### config.mk
export PLATFORM = sky130hd
export DESIGN_NAME = level_meter_refresh_scheduler
export DESIGN_NICKNAME = d
export VERILOG_FILES = /design/src/rtl/level_meter_refresh_scheduler.sv
export SDC_FILE = /design/constraint.sdc
export NUM_CORES = 1
export LEC_CHECK = 0
export BUFFER_PORTS_ARGS = -buffer_cell sky130_fd_sc_hd__buf_2
export CORE_AREA = 8 8 119 121
export CTS_CLUSTER_SIZE = 24
export DETAILED_ROUTE_END_ITERATION = 16
export DIE_AREA = 0 0 127 129
export GPL_TIMING_DRIVEN = 0
export PLACE_DENSITY = 0.87
export REMOVE_ABC_BUFFERS = 1
export SETUP_SLACK_MARGIN = 0.5
export SLEW_MARGIN = 5
export SYNTH_ARGS = -nofsm -noshare
export SYNTH_HDL_FRONTEND = slang
export SYNTH_SLANG_ARGS = --single-unit
### constraint.sdc
create_clock -name clk -period 11.27 [get_ports clk]
set_input_delay 1.127 -clock clk [delete_from_list [all_inputs] [get_ports clk]]
set_output_delay 1.127 -clock clk [all_outputs]
set_load 0.1 [all_outputs]
### src/rtl/level_meter_refresh_scheduler.sv
// Merges left/right level-meter LED arrays into one {right,left} frame per refresh tick, blanking stale channels; also drives LED brightness PWM.
// Latency: a tick in cycle T presents o_valid in cycle T+1; o_pwm_on is one cycle behind the PWM counter.
// Backpressure: inputs never stall; a frame holds until o_ready, and ticks landing while it is pending are dropped and flagged on o_missed.
module level_meter_refresh_scheduler #(
    parameter int indicator_width       = 32,
    parameter int refresh_period_cycles = 500000,
    parameter int stale_ticks           = 8,
    parameter int brightness_bits       = 4
) (
    input  logic                         clk,
    input  logic                         reset,
    input  logic                         l_valid,
    output logic                         l_ready,
    input  logic [indicator_width-1:0]   l_array,
    input  logic                         r_valid,
    output logic                         r_ready,
    input  logic [indicator_width-1:0]   r_array,
    output logic                         o_valid,
    input  logic                         o_ready,
    output logic [2*indicator_width-1:0] o_data,
    output logic                         o_missed,
    input  logic [brightness_bits-1:0]   brightness,
    output logic                         o_pwm_on
);

    localparam int TW = $clog2(refresh_period_cycles);
    localparam int SW = $clog2(stale_ticks + 1);
    localparam logic [TW-1:0] TIMER_MAX = TW'(refresh_period_cycles - 1);
    localparam logic [SW-1:0] STALE_MAX = SW'(stale_ticks);

    typedef enum logic {
        IDLE,
        SEND
    } state_t;

    logic                       rdy_q;
    logic                       l_cap;
    logic                       r_cap;
    logic [indicator_width-1:0] shadow_l;
    logic [indicator_width-1:0] shadow_r;
    logic [SW-1:0]              stale_l;
    logic [SW-1:0]              stale_r;
    logic [TW-1:0]              timer;
    logic                       tick;
    logic [indicator_width-1:0] frame_l;
    logic [indicator_width-1:0] frame_r;
    logic                       load_frame;
    state_t                     state_q;
    state_t                     state_d;
    logic [brightness_bits-1:0] pwm_cnt;
    logic [brightness_bits-1:0] duty;

    assign l_ready = rdy_q;
    assign r_ready = rdy_q;
    assign l_cap   = l_valid & rdy_q;
    assign r_cap   = r_valid & rdy_q;
    assign tick    = (timer == TIMER_MAX);

    always_ff @(posedge clk or posedge reset) begin
        if (reset) begin
            rdy_q <= 1'b0;
            timer <= '0;
        end else begin
            rdy_q <= 1'b1;
            timer <= tick ? '0 : timer + 1'b1;
        end
    end

    // A capture always wins over the tick increment, so a channel refreshed on the tick is never aged.
    always_ff @(posedge clk or posedge reset) begin
        if (reset) begin
            shadow_l <= '0;
            shadow_r <= '0;
            stale_l  <= STALE_MAX;
            stale_r  <= STALE_MAX;
        end else begin
            if (l_cap) begin
                shadow_l <= l_array;
                stale_l  <= '0;
            end else if (tick && stale_l != STALE_MAX) begin
                stale_l  <= stale_l + 1'b1;
            end
            if (r_cap) begin
                shadow_r <= r_array;
                stale_r  <= '0;
            end else if (tick && stale_r != STALE_MAX) begin
                stale_r  <= stale_r + 1'b1;
            end
        end
    end

    assign frame_l = (stale_l < STALE_MAX) ? shadow_l : '0;
    assign frame_r = (stale_r < STALE_MAX) ? shadow_r : '0;

    always_ff @(posedge clk or posedge reset) begin
        if (reset) begin
            state_q <= IDLE;
            o_data  <= '0;
        end else begin
            state_q <= state_d;
            if (load_frame) begin
                o_data <= {frame_r, frame_l};
            end
        end
    end

    always_comb begin
        state_d    = state_q;
        load_frame = 1'b0;
        o_valid    = 1'b0;
        o_missed   = 1'b0;
        case (state_q)
            IDLE: begin
                if (tick) begin
                    load_frame = 1'b1;
                    state_d    = SEND;
                end
            end
            SEND: begin
                o_valid  = 1'b1;
                o_missed = tick;
                if (o_ready) begin
                    state_d = IDLE;
                end
            end
            default: state_d = IDLE;
        endcase
    end

    // Duty only changes at the counter wrap so a brightness update never truncates a lit period.
    always_ff @(posedge clk or posedge reset) begin
        if (reset) begin
            pwm_cnt  <= '0;
            duty     <= '0;
            o_pwm_on <= 1'b0;
        end else begin
            pwm_cnt  <= pwm_cnt + 1'b1;
            if (&pwm_cnt) begin
                duty <= brightness;
            end
            o_pwm_on <= (pwm_cnt < duty);
        end
    end

endmodule
# Word-level counts from Yosys, hierarchy flattened
# Index checks and enable logic that the tools add are counted.
# Widths: inputs -> output; s select.
# totals
ff_bits	166
out_inout_bits	69
wordCells	42
input_bits	73
# op_classes
n_addsub	4
n_eq_ne	3
mux	13
bitwise_logic	3
order_cmp	3
n_reduce_logical	5
# op_table
cell	count
$mux 32	2
$add 19x1->19 const B	1
$eq 19x19->1 const B	1
$mux 19	1
$mux 4	4
$add 4x1->4 const B	3
$lt 4x4->1 const B	2
$ne 4x4->1 const B	2
$mux 1	5
$lt 4x4->1	1
$reduce_and 4->1	1
$reduce_bool 2->1	2
$and 1x1->1	2
$logic_and 1x1->1	2
$pmux 1 s2	1
$not 1->1	1

# Logic depth before layout (Yosys ltp)
# depth
word_depth	4
ltp_mapped	8

# Least setup slack after synthesis
# OpenSTA, ideal clock, no wires.
# synth_path
kind	reg-to-output
start	register timer[10]
end	output o_missed
stages_incl_launch_ff	6
required_time_ns	10.143
path_slack_ns	8.007
arrival_ns	2.136
path_cell_list	dfrtp_1 -> nor4b_2 -> nand3_1 -> buf_2 -> nor2_2 -> and2_1
# synth_between
elab_chain_len	2
# synth_rtl
item	line	rtl
from (decl)	43	logic [TW-1:0] timer;
from (signal assigned)	65	timer <= tick ? '0 : timer + 1'b1;
$eq 19x19->1	57	assign tick = (timer == TIMER_MAX);
$mux 1	112	case (state_q)
to (decl)	21	output logic o_missed,
# Every way passes these cells.

# Worst setup path after layout
# Ends and elaborated chain as after synthesis.

==> results.cfg <==
[place]
port_buffers = 141
pre_cts_slack_ns = 7.72
place_inst = 796
hpwl_um = 10100
placed_area_um2 = 7970
place.gp.congestion = 0.843

[setup_path]
r2r.worst_path.cells = 6
rr_startpoint = timer[10]
reg2reg_slack_ns = 8.51
cp-start-kind = register
cp_slowest_cell = nor2_2
endpoint_kind = output pin
cp.required_ns = 10.14
startpoint = timer[10]
crit_type = register to output pin
path_cells = nor4b_2, nand3_1, nor2_2, and2_1, buf_2
path_max_fanout = 17
worstPathArrival_ns = 2.86
max_stage_delay_ns = 0.53
r2r_end = o_data[35]

[cells_and_area]
regArea_um2 = 4160
nNetsFinal = 747
design_area_um2 = 8540
syn2layout_area_growth_pct = 20.1
drive_gt1_share_pct = 39.9
fin_cells = 827
nFillCells = 851
final_util_pct = 69.3
multi_input_area_um2 = 2750

[routing]
viasPerCell = 5.41
wl_um = 14600
drcViolationCount = 0
drt-met1-wl_um = 6100
first_pass_iters = 5
dr_wl_met3_um = 775
met2WireLength_um = 7490
drt-wirelength-per-cell_um = 17.7
drt_iter0_markers = 265
antenna_left = 0
highest_layer = met4
vias = 4478

[power]
clkPwrFrac_pct = 42.6
p_total_mw = 1.30
p_seq_share_pct = 49.9
p_sw_share_pct = 21.0
p_per_area_nw_per_um2 = 152
ir_drop_v = 0.000101
internal_power_mw = 1.02
p_switching_mw = 0.272
combPwrFrac_pct = 7.5
power.leakage_nw = 4.29

[floorplanning]
core_um2 = 12300
dieArea_um2 = 16400
die_h_um = 129
die_w_um = 127
start_util_pct = 57.7
ios = 142
rows = 41

[clocking]
path_clk_slew_ns = 0.06
cts_max_path_buffers = 2
cts_root_buf = clkbuf_16
clk_latency_ns = 0.42
cts_resized = 0
hold_buffers = 0
post_cts_buffers = 0
htree_num_levels = 4
cts-buffers-inserted = 17
cts_sinks = 166
cts_tree = done

[global_routing]
grt_max_degree = 117
grtUsageTotal_pct = 18.8
grt_pass1_vias = 4866
grt_pass1_wl_um = 24200
grt_overflow = 0
antenna_found_initial = 1

[run]
cap_viol_max_count = 0

[timing]
max_freq_mhz = 251
skew_ns = 0.00620
holdWs_ns = 0.477
worst_pin_slew_ns = 0.959
rsz0062_at_grt = no
period_share_pct = 35.4
drv_slew = 0
relSlewSlack_pct = 35.9
setup_viol = 0
min_period_ns = 3.99
finalHoldViolCount = 0
setup_ws_ns = 7.28
setup_tns_ns = 0

[yosys]
synth_seq_cells = 166
ys_types = 44
synth_top_cell_by_area = dfrtp_1
syn_inst = 526
ys_warn_count = 0
yosysSeqAreaShare_pct = 58.5
synth.most_common_cell = dfrtp_1
synthFlopType = dfrtp_1
yosysTopAreaCellShare_pct = 57.8
syn_avg_cell_area_um2 = 13.5
synthArstFlopShare_pct = 100
synthTopCellsByArea = dfrtp_1 (58%), mux2_2 (13%), mux2_1 (7.8%)
synth_edf_count = 0
synth_common_cells = dfrtp_1 (164), mux2_2 (83), nor2b_1 (65)
netlist_area_um2 = 7110

[outcome]
status = finished, final reports clean

[hold_path]
hold_path_depth = 1
hold_end = pwm_cnt[0]
holdCritPathClass = register to register
min_from = pwm_cnt[0]
[registers in the layout, summed over array words and instances (netlist names)]
name / flops
state_q: 1
o_pwm_on: 1
timer: 19
l_ready: 1
duty: 4
stale_r: 4
shadow_l: 32
o_data: 64
pwm_cnt: 4
stale_l: 4
shadow_r: 32
[worst max-delay path by stage]
stage | to | slack, ns | cells past startpoint
final | o_missed | 7.28 | 5
after floorplan | duty[0] | 5.66 | 1
after global routing | o_missed | 7.09 | 5
after global placement | o_data[25] | 4.23 | 2
after detailed placement | o_missed | 7.72 | 5
after CTS | o_missed | 7.27 | 5
[worst max-delay path, delay by kind of cell, from the launching register on]
kind / cells / cell delay [ns]
buf+inv: 1 / 0.42
flops: 1 / 0.46
simple gates: 4 / 1.55
[logic make-up after synthesis]
family	synth area share, %
AOI/OAI and AO/OA	2.04
xor gates and xnor gates	1.97
adders and majority gates	1.58
DFF	58.5
and+or+nand+nor	11.9
muxes	21.1
other	0.0528
buffers and inverters	2.91
[routing by layer]
metal	track usage, %	vias to the layer above
met2	31.3	96
li1	-	2081
met3	5.63	23
met4	8.47	0
met1	22.1	2278
met5	0	-
[cell type report]
type / count / area share [%]
diodes: 1 / 0.0293
clock buffers: 27 / 6.13
clock inverters: 3 / 0.469
inverters: 17 / 0.836
multi-input cells: 318 / 32.2
flip-flops and latches: 166 / 48.7
well taps: 150 / 2.20
repair buffers: 145 / 9.41
[power by group through the flow]
| stage | logic (mW) | clock network, mW | registers [mW] |
|---|---|---|---|
| final | 0.0970 | 0.552 | 0.647 |
| after global routing | 0.109 | 0.590 | 0.651 |
| after CTS | 0.0996 | 0.562 | 0.647 |
| after detailed placement | 0.0987 | 0 | 0.657 |
| after global placement | 0.0908 | 0 | 0.654 |
| after floorplan | 0.0683 | 0 | 0.655 |
[cells in the final DEF, fill, tap and decap left out, drive strengths merged, types with 3 or more instances in the layout]
| cell type | n |
|---|---|
| nor3 | 4 |
| a21o | 3 |
| nand3 | 18 |
| dfrtp | 164 |
| and2 | 3 |
| nor2b | 65 |
| mux2 | 132 |
| xnor2 | 11 |
| inv | 17 |
| ha | 9 |
| o31ai | 5 |
| nor4 | 3 |
| a21oi | 12 |
| o21ai | 5 |
| buf | 145 |
| clkbuf | 27 |
| or3 | 4 |
| or4 | 6 |
| nand2 | 5 |
| xor2 | 5 |
| nand4 | 3 |
| nor2 | 12 |
(Power assumes the default switching activity.)
